### config.mk
export PLATFORM = sky130hd
export DESIGN_NAME = filter_output_packer
export DESIGN_NICKNAME = d
export VERILOG_FILES = /design/src/rtl/filter_output_packer.sv
export SDC_FILE = /design/constraint.sdc
export NUM_CORES = 1
export LEC_CHECK = 0
export CORE_MARGIN = 4
export CORE_UTILIZATION = 48
export CTS_BUF_LIST = sky130_fd_sc_hd__clkbuf_16
export DETAILED_ROUTE_END_ITERATION = 12
export PLACE_DENSITY = 0.68
export SYNTH_ARGS = -nofsm -noshare
export SYNTH_HDL_FRONTEND = slang
export SYNTH_SLANG_ARGS = --single-unit
### constraint.sdc
create_clock -name clk -period 6.1 [get_ports clk]
set_input_delay 1.525 -clock clk [delete_from_list [all_inputs] [get_ports clk]]
set_output_delay 1.525 -clock clk [all_outputs]
set_load 0.005 [all_outputs]
### src/rtl/filter_output_packer.sv
// filter_output_packer
// Sits behind the adaptive integrator/differentiator filter. Drops the filter's
// settling samples after reset and after every mode change, cuts the accepted
// samples into fixed-length frames, and buffers them in a FIFO. The FIFO feeds an
// AXI-Stream master whose outputs are all registered.
module filter_output_packer #(
  parameter int DATA_WIDTH     = 14,
  parameter int FIFO_DEPTH     = 16,
  parameter int FRAME_LEN      = 64,
  parameter int SETTLE_SAMPLES = 10
) (
  input  logic                  clk,
  input  logic                  srst,
  input  logic                  ctrl,
  input  logic [DATA_WIDTH-1:0] s_tdata,
  input  logic                  s_tvalid,
  output logic [DATA_WIDTH-1:0] m_tdata,
  output logic                  m_tvalid,
  input  logic                  m_tready,
  output logic                  m_tlast,
  output logic                  m_tuser,
  output logic                  overflow
);

  localparam int IDX_W   = $clog2(FRAME_LEN);
  localparam int CNT_W   = $clog2(SETTLE_SAMPLES + 1);
  localparam int PTR_W   = $clog2(FIFO_DEPTH);
  localparam int ENTRY_W = DATA_WIDTH + 2;

  localparam logic [IDX_W-1:0] LAST_IDX    = IDX_W'(FRAME_LEN - 1);
  localparam logic [CNT_W-1:0] SETTLE_DONE = CNT_W'(SETTLE_SAMPLES);
  localparam logic [PTR_W:0]   FULL_COUNT  = (PTR_W + 1)'(FIFO_DEPTH);

  typedef enum logic {
    ST_SETTLE = 1'b0,
    ST_RUN    = 1'b1
  } state_t;

  state_t               state_q;
  state_t               state_d;
  logic                 ctrl_q;
  logic                 mode_change;
  logic [CNT_W-1:0]     settle_cnt_q;
  logic [CNT_W-1:0]     settle_cnt_d;
  logic [CNT_W-1:0]     settle_base;
  logic [CNT_W-1:0]     settle_inc;
  logic [IDX_W-1:0]     frame_idx_q;

  logic                  stage_valid_q;
  logic [DATA_WIDTH-1:0] stage_data_q;
  logic                  stage_mode_q;
  logic [IDX_W-1:0]      stage_idx_q;

  logic                  load;
  logic                  push;
  logic                  push_last;
  logic [ENTRY_W-1:0]    push_entry;

  logic [ENTRY_W-1:0]    fifo_mem [FIFO_DEPTH];
  logic [PTR_W-1:0]      wr_ptr;
  logic [PTR_W-1:0]      rd_ptr;
  logic [PTR_W-1:0]      head_ptr;
  logic [PTR_W:0]        fifo_count;
  logic [PTR_W:0]        count_after_pop;
  logic                  pop;
  logic                  push_ok;

  assign mode_change = (ctrl != ctrl_q);

  // Mode history register; tracks ctrl even through reset so reset itself is no mode change
  always_ff @(posedge clk) begin
    ctrl_q <= ctrl;
  end

  // FSM state and settle counter registers
  always_ff @(posedge clk) begin
    if (srst) begin
      state_q      <= ST_SETTLE;
      settle_cnt_q <= '0;
    end else begin
      state_q      <= state_d;
      settle_cnt_q <= settle_cnt_d;
    end
  end

  // Next state: a mode change restarts settling, and a sample in that same cycle is settle sample 1
  always_comb begin
    state_d      = state_q;
    settle_cnt_d = settle_cnt_q;
    settle_base  = mode_change ? '0 : settle_cnt_q;
    settle_inc   = settle_base + CNT_W'(1);
    if ((mode_change || (state_q == ST_SETTLE)) && s_tvalid) begin
      if (settle_inc == SETTLE_DONE) begin
        state_d      = ST_RUN;
        settle_cnt_d = '0;
      end else begin
        state_d      = ST_SETTLE;
        settle_cnt_d = settle_inc;
      end
    end else if (mode_change) begin
      state_d      = ST_SETTLE;
      settle_cnt_d = '0;
    end
  end

  // FSM outputs: stage load, and stage push when a frame closes or a new sample displaces it
  always_comb begin
    load       = (state_q == ST_RUN) && !mode_change && s_tvalid;
    push_last  = (stage_idx_q == LAST_IDX) || mode_change;
    push       = stage_valid_q && (load || push_last);
    push_entry = {stage_mode_q, push_last, stage_data_q};
  end

  // Frame position counter; it ignores FIFO drops, so frames stay aligned to the input count
  always_ff @(posedge clk) begin
    if (srst || mode_change) begin
      frame_idx_q <= '0;
    end else if (load) begin
      frame_idx_q <= (frame_idx_q == LAST_IDX) ? '0 : frame_idx_q + IDX_W'(1);
    end
  end

  // One-entry stage holding the newest sample until its push trigger arrives
  always_ff @(posedge clk) begin
    if (srst) begin
      stage_valid_q <= 1'b0;
      stage_data_q  <= '0;
      stage_mode_q  <= 1'b0;
      stage_idx_q   <= '0;
    end else if (load) begin
      stage_valid_q <= 1'b1;
      stage_data_q  <= s_tdata;
      stage_mode_q  <= ctrl;
      stage_idx_q   <= frame_idx_q;
    end else if (push) begin
      stage_valid_q <= 1'b0;
    end
  end

  assign pop             = m_tvalid && m_tready;
  assign push_ok         = push && ((fifo_count != FULL_COUNT) || pop);
  assign count_after_pop = fifo_count - (PTR_W + 1)'(pop);
  assign head_ptr        = pop ? rd_ptr + PTR_W'(1) : rd_ptr;

  // FIFO storage; a push into a full FIFO is accepted when the head leaves in the same cycle
  always_ff @(posedge clk) begin
    if (push_ok) begin
      fifo_mem[wr_ptr] <= push_entry;
    end
  end

  // FIFO pointers, occupancy and the sticky overflow flag
  always_ff @(posedge clk) begin
    if (srst) begin
      wr_ptr     <= '0;
      rd_ptr     <= '0;
      fifo_count <= '0;
      overflow   <= 1'b0;
    end else begin
      if (push_ok) begin
        wr_ptr <= wr_ptr + PTR_W'(1);
      end
      if (pop) begin
        rd_ptr <= rd_ptr + PTR_W'(1);
      end
      fifo_count <= fifo_count + (PTR_W + 1)'(push_ok) - (PTR_W + 1)'(pop);
      if (push && !push_ok) begin
        overflow <= 1'b1;
      end
    end
  end

  // Registered output view of the FIFO head; held while the sink stalls
  always_ff @(posedge clk) begin
    if (srst) begin
      m_tvalid <= 1'b0;
      m_tdata  <= '0;
      m_tlast  <= 1'b0;
      m_tuser  <= 1'b0;
    end else begin
      m_tvalid <= (count_after_pop != '0);
      if (count_after_pop != '0) begin
        {m_tuser, m_tlast, m_tdata} <= fifo_mem[head_ptr];
      end
    end
  end

endmodule

=== After elaboration in Yosys (flattened, before gate mapping) ===
Memory sizes are Yosys's and may differ from the RTL's. A register that Yosys moved wholly into a read port is not among the register bits.
Cells that the tools add are included.

* Memories: 1
* Bits in writable memories: 256
* Output and inout port bits: 18
* Register bits after elaboration: 49
* Bits of input ports: 19

{| class="wikitable"
|+ Memory list
! name !! depth !! width !! read ports !! clocked after Yosys merged registers in !! wr ports !! RTL line !! text
|-
| fifo_mem || 16 || 16 || 1 || 1 || 1 || 59 || <nowiki>logic [ENTRY_W-1:0] fifo_mem [FIFO_DEPTH];</nowiki>
|}

* Equality and inequality tests: 5
* Reduce and logical (&&, ||, !) cells: 17
* Muxes and demuxes: 12
* $add $sub $neg: 7
* Bitwise logic cells: 1

{| class="wikitable"
|+ Operators with widths
! cell !! number
|-
| 4-bit 2-to-1 mux || 4
|-
| 4-bit by 1-bit adder with 4-bit output (second input constant) || 3
|-
| 6-bit equality test (second input constant) || 2
|-
| 5-bit by 1-bit subtractor with 5-bit output || 2
|-
| 1-bit logical AND || 7
|-
| 1-bit 2-to-1 mux || 7
|-
| 6-bit by 1-bit adder with 6-bit output (second input constant) || 1
|-
| 6-bit 2-to-1 mux || 1
|-
| 5-bit by 1-bit adder with 5-bit output || 1
|-
| 1-bit logical OR || 5
|-
| 5-bit != test (second input constant) || 1
|-
| 5-bit nonzero test || 1
|-
| 4-bit equality test (second input constant) || 1
|-
| 2-bit nonzero test || 2
|-
| 1-bit zero test || 2
|-
| 1-bit != test || 1
|-
| 1-bit NOT || 1
|}

=== Longest topological paths before layout ===
Gate-level depths: netlist (run 1).

* Word-level depth: 9
* Gate-level depth with buffers: 14
* Depth with buffers taken out: 13

=== Worst setup path after synthesis (run 1) ===
Ideal clock, no wire load.

* Kind: in2reg
* Start point: input port ctrl
* End point: memory fifo_mem[3][0] (netlist name), enable pin
* Path buffers: 1
* Arrival time: 3.768 ns
* Library setup time: 0.409 ns
* Slack: 1.923 ns
* Stages on the path: 6
* Cell sequence: xnor2_1 o21ai_0 o211a_1 buf_2 nand2_1 nor3_1

{| class="wikitable"
|+ RTL lines
! item !! RTL line !! text
|-
| start: declaration || 14 || <nowiki>input logic ctrl,</nowiki>
|-
| 1-bit != test || 68 || <nowiki>assign mode_change = (ctrl != ctrl_q);</nowiki>
|-
| 1-bit logical OR || 109 || <nowiki>push_last = (stage_idx_q == LAST_IDX) || mode_change;</nowiki>
|-
| named net push_last || 56 || <nowiki>logic push_last;</nowiki>
|-
| 1-bit logical OR || 110 || <nowiki>push = stage_valid_q && (load || push_last);</nowiki>
|-
| 1-bit logical AND || 110 ||
|-
| 1-bit logical AND || 141 || <nowiki>assign push_ok = push && ((fifo_count != FULL_COUNT) || pop);</nowiki>
|-
| 1-bit 2-to-1 mux || 147 || <nowiki>if (push_ok) begin</nowiki>
|-
| 1-bit 2-to-1 mux (implied by the code) || 148 || <nowiki>fifo_mem[wr_ptr] <= push_entry;</nowiki>
|-
| end: declaration || 59 ||
|}

The timed path passes the listed nets, and every way through them passes these cells.

=== Final worst setup path (run 1) ===
* Start point: input port ctrl
* End point: register fifo_count[4]

{| class="wikitable"
|+ RTL lines
! item !! RTL line !! text
|-
| 1-bit != test || 68 ||
|-
| 1-bit logical OR || 109 ||
|-
| named net push_last || 56 ||
|-
| 1-bit logical OR || 110 ||
|-
| 1-bit logical AND || 110 ||
|-
| 1-bit logical AND || 141 ||
|-
| 5-bit by 1-bit adder with 5-bit output || 166 || <nowiki>fifo_count <= fifo_count + (PTR_W + 1)'(push_ok) - (PTR_W + 1)'(pop);</nowiki>
|-
| 5-bit by 1-bit subtractor with 5-bit output || 166 ||
|-
| end signal: assignment || 166 ||
|-
| end: declaration || 63 || <nowiki>logic [PTR_W:0] fifo_count;</nowiki>
|}

The timed path passes the listed nets, and every way through them passes these cells.
A chain may end at the register's enable or synchronous reset.

==> results.json, run 1 <==
{
  "synth-edff-count": 256,
  "crit_chain": "clkdlybuf4s50_1 > xnor2_1 > o21ai_1 > buf_4 > o211a_1 > inv_1 > ha_1 > inv_1 > ha_1 > fa_1 > a21oi_1 > nor2_1 > or3_1 > a21oi_1",
  "worst_slack_ns": 1.613,
  "rsz0062_at_grt": "false",
  "avgSynthCellArea_um2": 12.73,
  "cts-root-buf": "clkbuf_16",
  "place_congestion": 0.7890,
  "final-seq-area_um2": 8992,
  "critPathKind": "in -> reg",
  "p_seq_share_pct": 44.1,
  "via_count": 9193,
  "stdcell_area_um2": 15980,
  "fin_setup_tns_ns": 0,
  "synth_top_area_share_pct": 54.19,
  "synth.top_cells.by_count": "256 x edfxtp_1, 122 x nand2_1, 97 x a211oi_1, 69 x nor2b_1",
  "grt_pass1_wl_mm": 52.05,
  "crit_family": "buffers and inverters",
  "cts_sinks": 321,
  "worst_ep_required_time_ns": 6.54,
  "dieWidth_um": 179.9,
  "path_clk_slew_ns": 0.06,
  "cts_resized": 0,
  "pwr-share-comb_pct": 19.8,
  "hpwl_mm": 20.01,
  "maxCapViolCount": 0,
  "synth.most_common_cell": "edfxtp_1",
  "fin_crit_sh_pct": 73.56,
  "slowest_delay_ns": 0.66,
  "io_pins": 37,
  "layout-drive-gt1-share_pct": 9.605,
  "firstDrtPassIters": 6,
  "synth_flop_cell": "edfxtp_1",
  "cts_buffers": 35,
  "async_flop_share_pct": 0,
  "grt.busiest_layer": "met2",
  "multi_input_area_um2": 4736,
  "dieArea_um2": 32370,
  "worst-path-buf-inv": 4,
  "track_usage_pct": 20.38,
  "worst_clock_skew_ns": 0.01690,
  "tightestPinTransition_ns": 1.043,
  "crit_path_start_kind": "input port",
  "clk_latency_ns": 0.51,
  "period_minus_slack_ns": 4.487,
  "syn2layout_area_growth_pct": 12.63,
  "port_buffers": 36,
  "power_frac_clock_pct": 36.0,
  "cts_setup_buffers": 0,
  "synth_top_cell_by_area": "edfxtp_1",
  "cts_tree": "done",
  "layout.nets": 1177,
  "ant_nets": 0,
  "grtUsageMet1_pct": 28.13,
  "arrival_ns": 4.92,
  "synth_area_um2": 14180,
  "clockBufferDepth": 3,
  "wire_per_inst_um": 21.58,
  "use_met2_pct": 33.27,
  "syn_nets": 1151,
  "vias_per_cell": 5.931,
  "end_kind": "flop",
  "crit_fanout": 19,
  "synth_area_leaders": "edfxtp_1 54%, dfxtp_1 9.2%, a211oi_1 5.1%, mux2i_1 4.6%, nand2_1 3.2%",
  "p_leak_nw": 4.820,
  "htreeDepth": 2,
  "fp.dieH_um": 179.9,
  "fmax_mhz": 222.9,
  "synthesis.yosys.warnings": 0,
  "setup_violations": 0,
  "p_int_w": 0.004044,
  "core_area_um2": 28940,
  "cpMaxStageDelayCell": "xnor2_1",
  "final.fill_count": 2363,
  "p_per_area_nw_per_um2": 350.7,
  "swShare_pct": 27.83,
  "wirelength_mm": 33.45,
  "hold_violations": 0,
  "antenna_found_initial": 1,
  "holdWs_ns": 0.4551,
  "slew_headroom_pct": 30.44,
  "status": "completed",
  "dpl_cell_area_um2": 14870,
  "synth.yosys.seq_area_share_pct": 63.37,
  "hold_path_class": "reg -> reg",
  "initial_core_util_pct": 49.02,
  "synth_seq_cells": 321,
  "rows": 62,
  "grt_use_met3_pct": 3.436,
  "ctsHoldBuffers": 0,
  "synth_cell_types": 47,
  "gr-total-overflow": 0,
  "dp_slack_ns": 1.135,
  "diodes": 0,
  "ir_drop_mv": 0.2432,
  "switchingPower_w": 0.001559,
  "grt_pass1_vias": 9209,
  "route.detailed.drc": 0,
  "final-max-slew-violation-count": 0,
  "fin_util_pct": 55.21,
  "grt_start_max_net_pins": 68,
  "drt_iter0_drc": 900,
  "synth_cells": 1114
}
## cells in the final DEF (no fill, tap or decap), types with 7 or more instances in the layout
| cell type | Yosys | routed |
|---|---|---|
| inv_1 | 13 | 24 |
| xnor2_1 | 7 | 7 |
| o21ai_1 | 9 | 10 |
| clkbuf_16 | 0 | 37 |
| mux4_2 | 16 | 16 |
| a31oi_1 | 33 | 33 |
| and3_1 | 34 | 34 |
| edfxtp_1 | 256 | 256 |
| nand3_1 | 8 | 8 |
| a21oi_1 | 48 | 48 |
| clkinv_2 | 0 | 7 |
| mux2i_1 | 65 | 65 |
| nand4_1 | 22 | 22 |
| a211oi_1 | 97 | 97 |
| clkdlybuf4s50_1 | 0 | 35 |
| xor2_1 | 10 | 9 |
| o21ai_0 | 45 | 44 |
| a311oi_1 | 16 | 16 |
| nor2b_1 | 69 | 69 |
| ha_1 | 17 | 16 |
| nor2_1 | 51 | 51 |
| buf_4 | 5 | 31 |
| dfxtp_1 | 65 | 64 |
| nand2_1 | 122 | 122 |
## stage by stage
stage	total power, W	instances
floorplan	0.003295	1114
global placement	0.003611	1487
detailed placement	0.003636	1487
CTS	0.005643	1550
global route	0.005853	1550
finish	0.005604	1550
## worst register-to-register path, stage by stage (launching register included)
cell and delay [ns]:
dfxtp_4 0.78, ha_4 0.79, buf_4 0.54, mux2i_1 0.17, mux4_2 0.49, a21oi_1 0.22
o21ai_0 0.21, a311oi_1 0.29
## cells by family (layout without fill, tap and decap cells)
kind of cell / after synthesis / after routing / share of synthesized area, %
multiplexers: 82 / 82 / 7.224
XOR/XNOR: 18 / 18 / 1.164
flip-flops: 321 / 321 / 63.37
AO/OA/AOI/OAI: 256 / 256 / 11.78
buffers and inverters: 93 / 145 / 3.528
AND/OR/NAND/NOR: 326 / 326 / 11.29
adder cells (fa/ha/maj): 18 / 18 / 1.641
## power groups by stage
stage | clock network, W | logic [W] | registers, W
global route | 0.00215 | 0.00122 | 0.00248
detailed placement | 0 | 0.00111 | 0.00252
global placement | 0 | 0.00109 | 0.00252
finish | 0.00202 | 0.00111 | 0.00247
CTS | 0.00205 | 0.00112 | 0.00247
floorplan | 0 | 0.000799 | 0.00250
## sequential cells by signal (all words and copies together), names as in the netlist
signal	count
overflow	1
state_q	1
m_tlast	1
ctrl_q	1
m_tdata	14
wr_ptr	4
m_tvalid	1
stage_valid_q	1
fifo_count	5
fifo_mem	256
stage_data_q	14
rd_ptr	4
stage_mode_q	1
stage_idx_q	6
frame_idx_q	6
m_tuser	1
settle_cnt_q	4
## per-layer routing
layer  routed length [um]  part of all wire (%)  vias to the layer above
li1                     -                     -                     4271
met1                14230                    43                     4509
met2                15870                    47                      334
met3                 2471                   7.4                       77
met4                  870                   2.6                        2
met5                   13                 0.039                        -
## final timing paths
check / startpoint / endpoint / slack (ns) / cells after the start
worst min register to register: stage_idx_q[4] / stage_idx_q[4] / 0.46 / 2
worst max-delay path: ctrl / fifo_count[4] / 1.61 / 14
worst max register to register: rd_ptr[1] / m_tdata[11] / 2.52 / 7
worst min-delay path: stage_idx_q[4] / stage_idx_q[4] / 0.46 / 2
## final cells by class
class / instances / share of cell area (%)
flip-flops and latches: 321 / 56.28
clock buffers: 37 / 5.795
clock inverters: 26 / 1.104
repair buffers: 68 / 3.806
multi-input cells: 700 / 29.64
well taps: 384 / 3.007
inverters: 14 / 0.3602
(Power assumes the default switching activity.)
==> run 2: changes to the inputs <==
==> constraint.sdc (replaced) <==
create_clock -name clk -period 4.2 [get_ports clk]
set_input_delay 1.05 -clock clk [delete_from_list [all_inputs] [get_ports clk]]
set_output_delay 1.05 -clock clk [all_outputs]
set_load 0.005 [all_outputs]
==> run 2 against run 1 <==
Clock skew is 0.0029 ns lower. Routed wire length is 2.4% lower. Utilization is 0.19 points higher. Critical path type unchanged. Sequential power is 45% higher. Non-clock buffer count is 12 higher. Register-to-register slack worse by 1.3 ns. Clock-buffer cell count stayed put. Setup slack worse by 0.81 ns. Via count is 0.47% lower.
==> results.json, run 2 (synthesis results as in run 1) <==
{
  "status": "completed",
  "vias_per_cell": 5.858,
  "cts-root-buf": "clkbuf_16",
  "ir_drop_mv": 0.3118,
  "crit_path_start_kind": "input port",
  "path_clk_slew_ns": 0.06,
  "setup_violations": 0,
  "end_kind": "flop",
  "crit_chain": "clkdlybuf4s50_1 > xnor2_1 > and3_1 > o211a_1 > inv_1 > ha_1 > inv_1 > ha_1 > fa_1 > a21oi_1 > nor2_1 > or3_1 > a21oi_1",
  "layout-drive-gt1-share_pct": 9.847,
  "maxCapViolCount": 0,
  "drt_iter0_drc": 797,
  "antenna_found_initial": 0,
  "gr-total-overflow": 0,
  "place_congestion": 0.8153,
  "top_register": "fifo_mem",
  "dieWidth_um": 179.9,
  "worst_clock_skew_ns": 0.01403,
  "route.detailed.drc": 0,
  "via_count": 9150,
  "io_pins": 37,
  "final-max-slew-violation-count": 0,
  "p_per_area_nw_per_um2": 498.4,
  "rsz0062_at_grt": "false",
  "hold_path_class": "reg -> reg",
  "critPathKind": "in -> reg",
  "wl_met3_mm": 2.574,
  "cts_buffers": 35,
  "holdWs_ns": 0.4547,
  "rows": 62,
  "grt_pass1_vias": 8903,
  "p_leak_nw": 4.866,
  "grt_start_max_net_pins": 60,
  "worst_ep_required_time_ns": 4.62,
  "htreeDepth": 2,
  "diodes": 0,
  "period_minus_slack_ns": 3.394,
  "cts_resized": 0,
  "hold_violations": 0,
  "cts_tree": "done",
  "crit_fanout": 3,
  "largest_reg_flops": 256,
  "firstDrtPassIters": 7,
  "port_buffers": 36,
  "fin_util_pct": 55.41,
  "slowest_delay_ns": 0.45,
  "cpMaxStageDelayCell": "clkdlybuf4s50_1",
  "clk_latency_ns": 0.51,
  "fmax_mhz": 294.7,
  "final_cell_mix": "256 x edfxtp_1, 122 x nand2_1, 97 x a211oi_1, 69 x nor2b_1, 65 x mux2i_1",
  "hpwl_mm": 20.04,
  "core_area_um2": 28940,
  "fin_crit_sh_pct": 80.80,
  "arrival_ns": 3.82,
  "slew_headroom_pct": 40.64,
  "cts_sinks": 321,
  "dieArea_um2": 32370,
  "initial_core_util_pct": 49.02,
  "largestRegisters": "fifo_mem (256), m_tdata (14), stage_data_q (14)",
  "fin_setup_tns_ns": 0,
  "clockBufferDepth": 3,
  "grt_pass1_wl_mm": 50.70,
  "ctsHoldBuffers": 0,
  "syn2layout_area_growth_pct": 13.02,
  "wire_per_inst_um": 20.91,
  "final_common_cell": "edfxtp_1",
  "m1WireLength_mm": 14.01,
  "fp.dieH_um": 179.9,
  "cts_setup_buffers": 0,
  "track_usage_pct": 19.88,
  "ant_nets": 0,
  "tightestPinTransition_ns": 0.8879,
  "wl_met2_mm": 15.36,
  "layout.nets": 1189,
  "highest_layer": "met4",
  "wirelength_mm": 32.66
}
[run 2: critical path: cells and delay by family]
kind	cells	cell delay, ns
AOI/OAI and AO/OA	3	0.48
and+or+nand+nor	3	0.62
adders and majority gates	3	0.87
xor gates and xnor gates	1	0.25
buffers and inverters	3	0.54
[run 2: final timing paths]
| path | startpoint | to | slack, ns | depth (start not counted) |
|---|---|---|---|---|
| setup / recovery | ctrl | fifo_count[4] | 0.81 | 13 |
| hold / removal | stage_idx_q[3] | stage_idx_q[3] | 0.45 | 2 |
| setup reg to reg | rd_ptr[1] | m_tdata[3] | 1.25 | 7 |
| hold reg to reg | stage_idx_q[3] | stage_idx_q[3] | 0.45 | 2 |
[run 2: final cells by class]
type	instances	area, um^2
Multi-Input combinational cell	700	4736
Clock inverter	26	103.9
Clock buffer	37	925.9
Tap cell	384	480.5
Inverter	14	57.56
Timing Repair Buffer	80	735.7
Sequential cell	321	8992
Fill cell	2360	12900
[run 2: through the flow]
| step | setup WS (ns) | cells | instance area [um^2] | total power (W) |
|---|---|---|---|---|
| 2_1_floorplan | 0.4981 | 1114 | 14180 | 0.004786 |
| 3_3_place_gp | 0.4027 | 1499 | 15000 | 0.005285 |
| 3_5_place_dp | 0.3600 | 1499 | 15000 | 0.005326 |
| 4_1_cts | 0.8406 | 1562 | 16030 | 0.008066 |
| 5_1_grt | 0.6575 | 1562 | 16030 | 0.008371 |
| 6_report | 0.8062 | 1562 | 16030 | 0.007991 |
[run 2: per-layer routing]
metal	vias to the layer above	global-route usage (%)
met5	-	0
met4	0	5.334
met3	52	3.618
met2	341	32.40
met1	4468	27.74
li1	4289	-
[run 2: power breakdown]
group	internal, W	switching (W)
Clock	0.00158	0.00116
Sequential	0.00349	0.0000918
Combinational	0.000694	0.000975
Total	0.00576	0.00223
